## src/rtl/addr_burst_mux.sv

```systemverilog
// ---------------------------------------------------------------------------
// addr_burst_mux
//
// Selects one of NUM_SRC packed address sources, latches it as a burst base
// and presents an incrementing address sequence to memory over a
// valid/ready handshake. One start request is accepted per burst, and only
// while the block is idle.
//
// Optional feature (compile-time macro ADDR_BURST_SAT_EN):
//   defined   - the address saturates at all-ones: a beat at all-ones is the
//               final beat, whatever beats remain. The remaining beats are
//               dropped silently.
//   undefined - addresses wrap modulo 2**ADDR_W and every requested beat is
//               issued.
//
// Ports:
//   clk_i         clock, rising edge
//   rst_i         synchronous active-high reset
//   src_addr_i    packed sources, source k at [k*ADDR_W +: ADDR_W]
//   sel_i         source index, sampled when a start is accepted
//   start_i       burst request, honoured only in IDLE
//   burst_len_i   beats minus one, sampled with start_i
//   out_ready_i   memory accepts the current address
//   addr_out_o    current burst address (holds its value in IDLE)
//   addr_valid_o  addr_out_o is valid
//   last_o        current beat is the final one (qualified by addr_valid_o)
//   busy_o        burst in progress
//   err_sel_o     one-cycle pulse after a start with sel_i >= NUM_SRC
//
// State   | meaning
// --------+---------------------------------------------------------------
// IDLE    | no burst; waiting for start_i; addr_out_o holds the last address
// BURST   | address valid; advancing on every accepted beat
// ---------------------------------------------------------------------------
module addr_burst_mux #(
    parameter int ADDR_W  = 5,
    parameter int NUM_SRC = 4,
    parameter int SEL_W   = 2,
    parameter int CNT_W   = 3
) (
    input  logic                      clk_i,
    input  logic                      rst_i,
    input  logic [NUM_SRC*ADDR_W-1:0] src_addr_i,
    input  logic [SEL_W-1:0]          sel_i,
    input  logic                      start_i,
    input  logic [CNT_W-1:0]          burst_len_i,
    input  logic                      out_ready_i,
    output logic [ADDR_W-1:0]         addr_out_o,
    output logic                      addr_valid_o,
    output logic                      last_o,
    output logic                      busy_o,
    output logic                      err_sel_o
);

    typedef enum logic {
        IDLE  = 1'b0,
        BURST = 1'b1
    } state_t;

    state_t              state_q;
    logic [ADDR_W-1:0]   addr_q;
    logic [CNT_W-1:0]    rem_q;
    logic                valid_q;
    logic                err_q;

    logic [ADDR_W-1:0]   sel_addr_d;
    logic                sel_ok;
    logic                final_beat;

    // Source mux built as a compare loop so that a non-power-of-two
    // NUM_SRC never produces an out-of-range part-select.
    always_comb begin
        sel_addr_d = '0;
        for (int k = 0; k < NUM_SRC; k++) begin
            if (sel_i == SEL_W'(k)) begin
                sel_addr_d = src_addr_i[k*ADDR_W +: ADDR_W];
            end
        end
    end

    assign sel_ok = (32'(sel_i) < 32'(NUM_SRC));

`ifdef ADDR_BURST_SAT_EN
    // A beat at all-ones ends the burst, so the address never increments
    // past the top and saturation needs no separate clamp.
    assign final_beat = (rem_q == '0) || (addr_q == {ADDR_W{1'b1}});
`else
    assign final_beat = (rem_q == '0);
`endif

    always_ff @(posedge clk_i) begin
        if (rst_i) begin
            state_q <= IDLE;
            addr_q  <= '0;
            rem_q   <= '0;
            valid_q <= 1'b0;
            err_q   <= 1'b0;
        end else begin
            err_q <= 1'b0;
            case (state_q)
                IDLE: begin
                    if (start_i) begin
                        if (sel_ok) begin
                            addr_q  <= sel_addr_d;
                            rem_q   <= burst_len_i;
                            valid_q <= 1'b1;
                            state_q <= BURST;
                        end else begin
                            err_q <= 1'b1;
                        end
                    end
                end
                BURST: begin
                    // valid_q is always set in BURST, so out_ready_i alone
                    // qualifies a transfer here.
                    if (out_ready_i) begin
                        if (final_beat) begin
                            rem_q   <= '0;
                            valid_q <= 1'b0;
                            state_q <= IDLE;
                        end else begin
                            addr_q <= addr_q + ADDR_W'(1);
                            rem_q  <= rem_q - CNT_W'(1);
                        end
                    end
                end
                default: begin
                    state_q <= IDLE;
                    valid_q <= 1'b0;
                end
            endcase
        end
    end

    assign addr_out_o   = addr_q;
    assign addr_valid_o = valid_q;
    assign last_o       = valid_q && final_beat;
    assign busy_o       = (state_q == BURST);
    assign err_sel_o    = err_q;

endmodule

```

## config.mk

```make
export PLATFORM = sky130hd
export DESIGN_NAME = addr_burst_mux
export DESIGN_NICKNAME = d
export VERILOG_FILES = /design/src/rtl/addr_burst_mux.sv
export SDC_FILE = /design/constraint.sdc
export NUM_CORES = 1
export LEC_CHECK = 0
export BUFFER_PORTS_ARGS = -buffer_cell sky130_fd_sc_hd__buf_2
export CORE_MARGIN = 8
export CORE_UTILIZATION = 39
export CTS_CLUSTER_DIAMETER = 40
export DETAILED_ROUTE_END_ITERATION = 8
export HOLD_SLACK_MARGIN = 0.15
export PLACE_DENSITY = 0.76
export SETUP_SLACK_MARGIN = 0.3
export SYNTH_ARGS = -nofsm -noshare
export SYNTH_HDL_FRONTEND = slang
export SYNTH_SLANG_ARGS = --single-unit
```

## constraint.sdc

```tcl
create_clock -name clk_i -period 1.36 [get_ports clk_i]
set_input_delay 0.136 -clock clk_i [delete_from_list [all_inputs] [get_ports clk_i]]
set_output_delay 0.136 -clock clk_i [all_outputs]
set_load 0.005 [all_outputs]
```

==> impl_metrics.json, run 1 <==
{
  "status": "finished clean",
  "clk_path_buf_depth": 2,
  "path_cells": "nor2_4 -> ha_4 -> nand3b_4 -> or3_1 -> a31oi_1",
  "rows": 15,
  "synth-simple-area-share_pct": 22.6,
  "drive_gt1_share_pct": 58.2,
  "vias": 783,
  "die_area_um2": 3460,
  "clk_pin_slew_ns": 0.06,
  "worstSetupEndpointType": "register",
  "cts_hold_buf": 0,
  "min_period_ns": 1.27,
  "max_freq_mhz": 785,
  "layout_common_cells": "buf_2 (36), buf_4 (10), nand2_1 (7)",
  "final_max_slew_viol_count": 0,
  "setup_viol": 0,
  "hold_viol_final": 0,
  "p_leak_nw": 0.498,
  "finalCritPeriodShare_pct": 93.7,
  "ioPinCount": 38,
  "syn_avg_cell_area_um2": 9.53,
  "ant_nets": 0,
  "syn_inst": 75,
  "drt_first_pass_iters": 4,
  "portBuffers": 36,
  "synthAdderAreaFrac_pct": 5.25,
  "routedWlPerCell_um": 14.4,
  "syn_to_final_growth_pct": 46.8,
  "rsz0062_at_grt": "true",
  "start_util_pct": 41.4,
  "fin_skew_ns": 0.00403,
  "fp.dieH_um": 58.8,
  "dp_hpwl_um": 1540,
  "grt_max_degree": 14,
  "setup_tns_ns": 0,
  "grt_util_all_layers_pct": 11.8,
  "gp_congestion": 0.815,
  "final_nets": 155,
  "seq_area_frac_synth_pct": 28.0,
  "cts_max_level": 1,
  "insertion_delay_ns": 0.26,
  "synth_mux_area_share_pct": 17.2,
  "cp_num_buf_inv": 0,
  "drtIter0Drc": 7,
  "final_common_cell": "buf_2",
  "power.density_nw_per_um2": 813,
  "overflow": 0,
  "insertedDiodeCount": 0,
  "maxCapViolations": 0,
  "synth_compound_area_share_pct": 16.5,
  "antenna_found_initial": 0,
  "final_util_pct": 60.7,
  "cts_tree": "built",
  "synth_top_family_by_area": "simple AND/OR/NAND/NOR gates",
  "ir_drop_mv": 0.513,
  "die_w_um": 58.8,
  "core_um2": 1730,
  "syn_area_um2": 714,
  "synth_warnings": 0,
  "cts_root_buf": "clkbuf_4",
  "worstPathArrival_ns": 1.46,
  "hold_path_class": "in -> reg",
  "rrSetupSlack_ns": 0.09,
  "drc": 0,
  "criticalPathCategory": "reg -> reg",
  "worstPathRequired_ns": 1.55,
  "crit_fanout": 6,
  "ys_types": 31,
  "power.total_mw": 0.853,
  "synthesis.nets": 107,
  "grt_pass1_wl_um": 3210,
  "routed_wl_um": 2120,
  "cpLargestDelayFamily": "simple AND/OR/NAND/NOR gates",
  "cts-buffers-inserted": 3,
  "via_per_inst": 5.33,
  "grt_pass1_vias": 784,
  "ys_ff_latch": 10,
  "cts.sinks": 10,
  "slowest_stage": "dfxtp_2",
  "start_kind": "register",
  "hold_ws_ns": 0.175,
  "max_stage_delay_ns": 0.35,
  "synth_xor_area_share_pct": 0
}
-- area by class of cell --
type                            instances  area, um2
Clock buffer                            4       26.3
Fill cell                             161        678
Inverter                                4       15.0
Multi-Input combinational cell         57        507
Sequential cell                        10        209
Tap cell                               25       31.3
Timing Repair Buffer                   47        260
-- layer usage --
layer / up-vias / routed length, um / part of all wire, % / track usage, %
li1: 377 / - / - / -
met1: 359 / 878 / 41 / 12.1
met2: 41 / 981 / 46 / 19.5
met3: 6 / 216 / 10 / 5.22
met4: 0 / 40 / 1.9 / 6.83
met5: - / 0 / 0 / 0
-- through the flow --
step                      setup slack, ns  cell area [um2]  instances
after floorplan                    0.0532              738         75
after global placement             0.0757              893        130
after detailed placement        -0.000680              893        130
after CTS                          0.0631              986        141
after global routing               0.0377             1050        147
final                              0.0856             1050        147
-- Yosys cell counts --
master	instances	share of area, %
or2_2	1	0.88
o22ai_1	1	0.88
a21oi_1	4	2.8
a32o_1	1	1.4
or3b_1	1	1.2
ha_1	3	5.3
nand3b_1	1	1.1
o211ai_1	1	1.1
and2_1	3	2.6
o21ai_0	1	0.70
nand2b_1	1	0.88
mux4_2	5	16
a311oi_1	1	1.2
buf_6	4	6.3
nand3b_4	1	2.8
a31o_2	1	1.2
conb_1	1	0.52
nor2b_1	1	0.88
nand2_1	7	3.7
mux2i_1	1	1.4
nand3_1	6	4.2
buf_4	1	1.1
a32oi_1	2	2.5
a2bb2oi_1	1	1.2
nor2_1	3	1.6
dfxtp_1	10	28
inv_1	4	2.1
or3_1	2	1.8
or3_2	1	1.1
a31oi_1	4	3.5
buf_1	1	0.52
-- report_power, final --
part / internal [mW] / switching, mW / total [mW]
registers: 0.323 / 0.0295 / 0.353
clock network: 0.113 / 0.0958 / 0.209
logic: 0.168 / 0.123 / 0.291
total: 0.605 / 0.248 / 0.853
-- logic make-up after synthesis --
kind of cell / count (synthesis)
buffers and inverters: 10
other: 1
DFF: 10
AOI/OAI and AO/OA: 17
and+or+nand+nor: 28
muxes: 6
adders and majority gates: 3
-- path summary, 6_finish.rpt --
check / start / cells past startpoint / end
max: rem_q[1] / 5 / addr_out_o[2]
max reg2reg: rem_q[1] / 5 / addr_out_o[2]
min reg2reg: addr_out_o[0] / 2 / addr_out_o[0]
min: burst_len_i[0] / 3 / rem_q[0]
-- what timing repair did --
| action | 4_1_cts | 5_1_grt |
|---|---|---|
| buffers inserted | 6 | 5 |
| setup endpoints to repair | 9 | 11 |
| resized for setup | 2 | 4 |
| cloned | 1 | 1 |
| pin swaps | 2 | 2 |
-- flip-flops by register name (all words and copies together) (netlist names) --
name / flops
rem_q: 3
busy_o: 1
addr_valid_o: 1
addr_out_o: 5
-- tightest hold or removal path, cell delays in order --
cell and delay (ns):
buf_2 0.08, a2bb2oi_1 0.06, a21oi_1 0.12
No activity file was read; power rests on OpenSTA's default activity.
==> inputs of run 2 (changes only) <==
Settings changed: GPL_TIMING_DRIVEN set to 0.
==> run 2 against run 1 <==
Net effect:
- the flow now finishes with violations (negative setup slack)
- power rose by 2.8%
- clock skew up 0.0081 ns
- critical path depth is 1 higher
- largest cell class unchanged
- largest power group unchanged
==> impl_metrics.json, run 2 (synthesis gave the netlist of run 1 again) <==
{
  "fill_cells": 173,
  "ioPinCount": 38,
  "cts_hold_buf": 0,
  "clk_path_buf_depth": 2,
  "drt_first_pass_iters": 2,
  "finalCritPeriodShare_pct": 101,
  "hold_viol_final": 0,
  "vias": 770,
  "gp_congestion": 0.769,
  "worstPathArrival_ns": 1.58,
  "final_util_pct": 64.1,
  "worstSetupEndpointType": "register",
  "dp_hpwl_um": 1660,
  "final_max_slew_viol_count": 0,
  "syn_to_final_growth_pct": 55.0,
  "grt_max_degree": 11,
  "routed_wl_um": 2190,
  "setup_viol": 3,
  "grt_pass1_vias": 883,
  "criticalPathCategory": "reg -> reg",
  "pre_cts_ws_ns": -0.0792,
  "violations": "negative setup slack",
  "die_w_um": 58.8,
  "rows": 15,
  "max_freq_mhz": 726,
  "r2r_cells": 6,
  "via_per_inst": 5.17,
  "drive_gt1_share_pct": 62.9,
  "power.density_nw_per_um2": 792,
  "clk_pin_slew_ns": 0.07,
  "start_kind": "register",
  "final_common_cell": "buf_2",
  "grt_util_all_layers_pct": 12.9,
  "drc": 0,
  "insertedDiodeCount": 0,
  "worstPathRequired_ns": 1.56,
  "overflow": 0,
  "min_period_ns": 1.38,
  "portBuffers": 34,
  "min_path_cells": 3,
  "grt_pass1_wl_um": 3530,
  "final_nets": 157,
  "antenna_found_initial": 0,
  "setup_slack_ns": -0.0173,
  "cts.sinks": 10,
  "ir_drop_mv": 0.464,
  "drtIter0Drc": 5,
  "largest_register_ffs": 5,
  "start_util_pct": 41.4,
  "crit_fanout": 2,
  "fp.dieH_um": 58.8,
  "cts-buffers-inserted": 3,
  "core_um2": 1730,
  "hold_path_class": "in -> reg",
  "rsz0062_at_grt": "true",
  "cts_root_buf": "clkbuf_4",
  "cts_max_level": 1,
  "routedWlPerCell_um": 14.7,
  "fin_skew_ns": 0.0121,
  "layout_common_cells": "buf_2 (34), buf_4 (11), nand2_1 (6), nand3_1 (6), dfxtp_1 (6)",
  "die_area_um2": 3460,
  "status": "complete, but fails checks",
  "maxCapViolations": 0,
  "ant_nets": 0,
  "p_leak_nw": 0.512,
  "cts_tree": "built",
  "insertion_delay_ns": 0.27
}
-- run 2: worst max-delay path, cell delays in order (launching register included) --
cell	delay [ns]
dfxtp_2	0.34
inv_2	0.05
ha_4	0.15
nand3b_4	0.16
buf_4	0.14
or3_4	0.32
a31oi_1	0.16
-- run 2: final cells by class --
class                   instances  area (um2)  share of cell area (%)
clock buffers                   4        26.3                    2.37
inverters                       4        15.0                    1.36
well taps                      25        31.3                    2.82
flip-flops and latches         10         208                    18.8
plain buffers                   6        56.3                    5.08
repair buffers                 45         256                    23.2
multi-input cells              55         514                    46.4
-- run 2: timing repair --
| item | 4_1_cts | 5_1_grt |
|---|---|---|
| gates resized for setup | 8 | 6 |
| cloned | 1 | 0 |
| buffers inserted | 10 | 0 |
| endpoints found under the setup margin | 10 | 11 |
| pin swaps | 7 | 5 |
-- run 2: metal layers --
metal	vias up	track usage, %	routed length, um
met3	4	4.78	186
li1	375	-	-
met5	-	0	0
met1	357	13.0	904
met4	0	5.46	28
met2	34	23.1	1070
-- run 2: path summary, 6_finish.rpt --
kind | endpoint | slack [ns] | from
min reg2reg | addr_valid_o | 0.52 | addr_valid_o
max | addr_out_o[3] | -0.02 | rem_q[2]
max reg2reg | addr_out_o[3] | -0.02 | rem_q[2]
min | busy_o | 0.16 | start_i
-- run 2: power breakdown --
group | internal [mW] | total [mW] | switching (mW)
logic | 0.183 | 0.312 | 0.130
clock network | 0.113 | 0.215 | 0.102
registers | 0.323 | 0.350 | 0.0270
-- run 2: metrics by stage --
step                      total power, mW  setup TNS (ns)  area [um2]  cells  hold slack, ns
after floorplan                     0.507               0         738     75           0.286
after global placement              0.590         -0.0114         940    134           0.428
after detailed placement            0.602          -0.144         940    134           0.460
after CTS                           0.866          -0.206        1080    149           0.169
after global routing                0.927          -0.330        1110    149           0.184
final                               0.877         -0.0296        1110    149           0.164
==> inputs of run 3 (changes only) <==
Settings changed: BUFFER_PORTS_ARGS -buffer_cell sky130_fd_sc_hd__buf_2 to -buffer_cell sky130_fd_sc_hd__clkbuf_2, SKIP_LAST_GASP set to 1.
==> run 3 against run 2 <==
Net effect:
- sequential power hardly changed
- largest power group unchanged
- largest cell class unchanged
- combinational power rose by 1%
- setup slack gained 0.013 ns
- non-clock buffer count is 1 lower
- the run still ends with negative setup slack left
- final area shrank 0.23%
- power grew 0.17%
- clock-buffer cell count did not move
- critical path type unchanged
- critical path depth stayed put
- first-iteration DRC count rose by 60%
- critical endpoint is now addr_out_o[4]
- die area is the same
- sequential cell count unchanged
- global-route usage fell by 0.36 points
==> impl_metrics.json, run 3 (synthesis gave the netlist of run 1 again) <==
{
  "crit_fanout": 8,
  "slowest_stage": "dfxtp_4",
  "min_path_cells": 3,
  "die_area_um2": 3460,
  "portBuffers": 34,
  "antenna_found_initial": 0,
  "die_w_um": 58.8,
  "insertion_delay_ns": 0.26,
  "routed_wl_um": 2100,
  "setup_slack_ns": -0.00420,
  "fp.dieH_um": 58.8,
  "cts_root_buf": "clkbuf_4",
  "drc": 0,
  "ant_nets": 0,
  "dp_hpwl_um": 1650,
  "violations": "negative setup slack",
  "via_per_inst": 5.28,
  "drtIter0Drc": 8,
  "setup_tns_ns": -0.00777,
  "final_max_slew_viol_count": 0,
  "cp_num_buf_inv": 1,
  "final_nets": 156,
  "r2r-start": "rem_q[0]",
  "hold-path-endpoint": "busy_o",
  "fin_cells": 148,
  "fin_skew_ns": 0.00813,
  "drive_gt1_share_pct": 62.6,
  "routedWlPerCell_um": 14.2,
  "rsz0062_at_grt": "true",
  "timing.rr.end": "addr_out_o[4]",
  "ioPinCount": 38,
  "min-delay-start": "start_i",
  "worstSetupEndpointType": "register",
  "drt_first_pass_iters": 4,
  "worstPathRequired_ns": 1.55,
  "finalCritPeriodShare_pct": 100,
  "gp_congestion": 0.770,
  "rrSetupSlack_ns": -0.004,
  "start_util_pct": 41.4,
  "status": "complete, but fails checks",
  "p_leak_nw": 0.508,
  "maxCapViolations": 0,
  "min_period_ns": 1.36,
  "clk_pin_slew_ns": 0.07,
  "cts-buffers-inserted": 3,
  "cpLargestDelayFamily": "simple AND/OR/NAND/NOR gates",
  "syn_to_final_growth_pct": 54.6,
  "cts_max_level": 1,
  "max_stage_delay_ns": 0.36,
  "ir_drop_mv": 0.430,
  "r2r_cells": 6,
  "worstPathArrival_ns": 1.56,
  "largest_register_ffs": 5,
  "rows": 15,
  "criticalPathCategory": "reg -> reg",
  "setup_viol": 2,
  "hold_viol_final": 0,
  "cts_hold_buf": 0,
  "clk_path_buf_depth": 2,
  "final_util_pct": 64.0,
  "grt_max_degree": 11,
  "vias": 782,
  "core_um2": 1730,
  "start_kind": "register",
  "max_freq_mhz": 733,
  "path_cells": "nor2_4 -> ha_4 -> nand3b_4 -> buf_6 -> or3_1 -> a31oi_1",
  "grt_pass1_wl_um": 3440,
  "dpl.cell_count": 134,
  "cts_tree": "built",
  "grt_util_all_layers_pct": 12.5,
  "cts.sinks": 10,
  "layout_common_cells": "clkbuf_2 (33), buf_4 (10), nand2_1 (7)",
  "insertedDiodeCount": 0,
  "final_common_cell": "clkbuf_2",
  "power.density_nw_per_um2": 795,
  "hold_path_class": "in -> reg",
  "overflow": 0,
  "grt_pass1_vias": 833
}
[run 3: layout make-up]
| type | count | area [um2] |
|---|---|---|
| fillers | 168 | 622 |
| well taps | 25 | 31.3 |
| clock buffers | 4 | 26.3 |
| repair buffers | 44 | 255 |
| plain buffers | 6 | 56.3 |
| inverters | 4 | 15.0 |
| multi-input cells | 55 | 510 |
| flip-flops and latches | 10 | 210 |
[run 3: worst max path at each step]
stage	cells after the start	end	slack, ns	from
global placement	6	addr_out_o[4]	-0.01	rem_q[0]
CTS	6	addr_out_o[4]	-0.08	rem_q[0]
global route	6	addr_out_o[4]	-0.08	rem_q[0]
floorplan	6	addr_out_o[2]	0.05	rem_q[0]
finish	6	addr_out_o[4]	-0.004	rem_q[0]
detailed placement	6	addr_out_o[4]	-0.1	rem_q[0]
[run 3: tightest hold or removal path, stage by stage]
cell and delay, ns:
clkbuf_2 0.15, o21ai_2 0.06, nor2_1 0.07
[run 3: per-layer routing]
layer	global-route usage, %	vias up	routed length, um
met5	0	-	0
met4	5.80	0	25
met3	6.30	4	234
met2	21.0	40	1020
met1	12.6	366	826
li1	-	372	-
[run 3: power breakdown]
| part | leakage, nW | total (mW) | switching (mW) | internal, mW |
|---|---|---|---|---|
| clock | 0.0150 | 0.211 | 0.0976 | 0.113 |
| combinational | 0.408 | 0.316 | 0.129 | 0.187 |
| sequential | 0.0846 | 0.351 | 0.0291 | 0.322 |
[run 3: stage by stage]
step / hold WS (ns) / total power, mW / area [um2] / worst slack, ns
after floorplan: 0.286 / 0.507 / 738 / 0.0532
after global placement: 0.429 / 0.590 / 940 / -0.0121
after detailed placement: 0.463 / 0.603 / 940 / -0.0955
after CTS: 0.191 / 0.864 / 1070 / -0.0773
after global routing: 0.194 / 0.936 / 1100 / -0.0793
final: 0.184 / 0.878 / 1100 / -0.00420
[run 3: repair_timing]
| item | CTS | global route |
|---|---|---|
| pin swaps | 4 | 7 |
| setup buffers | 9 | 0 |
| setup endpoints to repair | 10 | 11 |
| gates resized for setup | 7 | 11 |
| gates cloned | 1 | 0 |
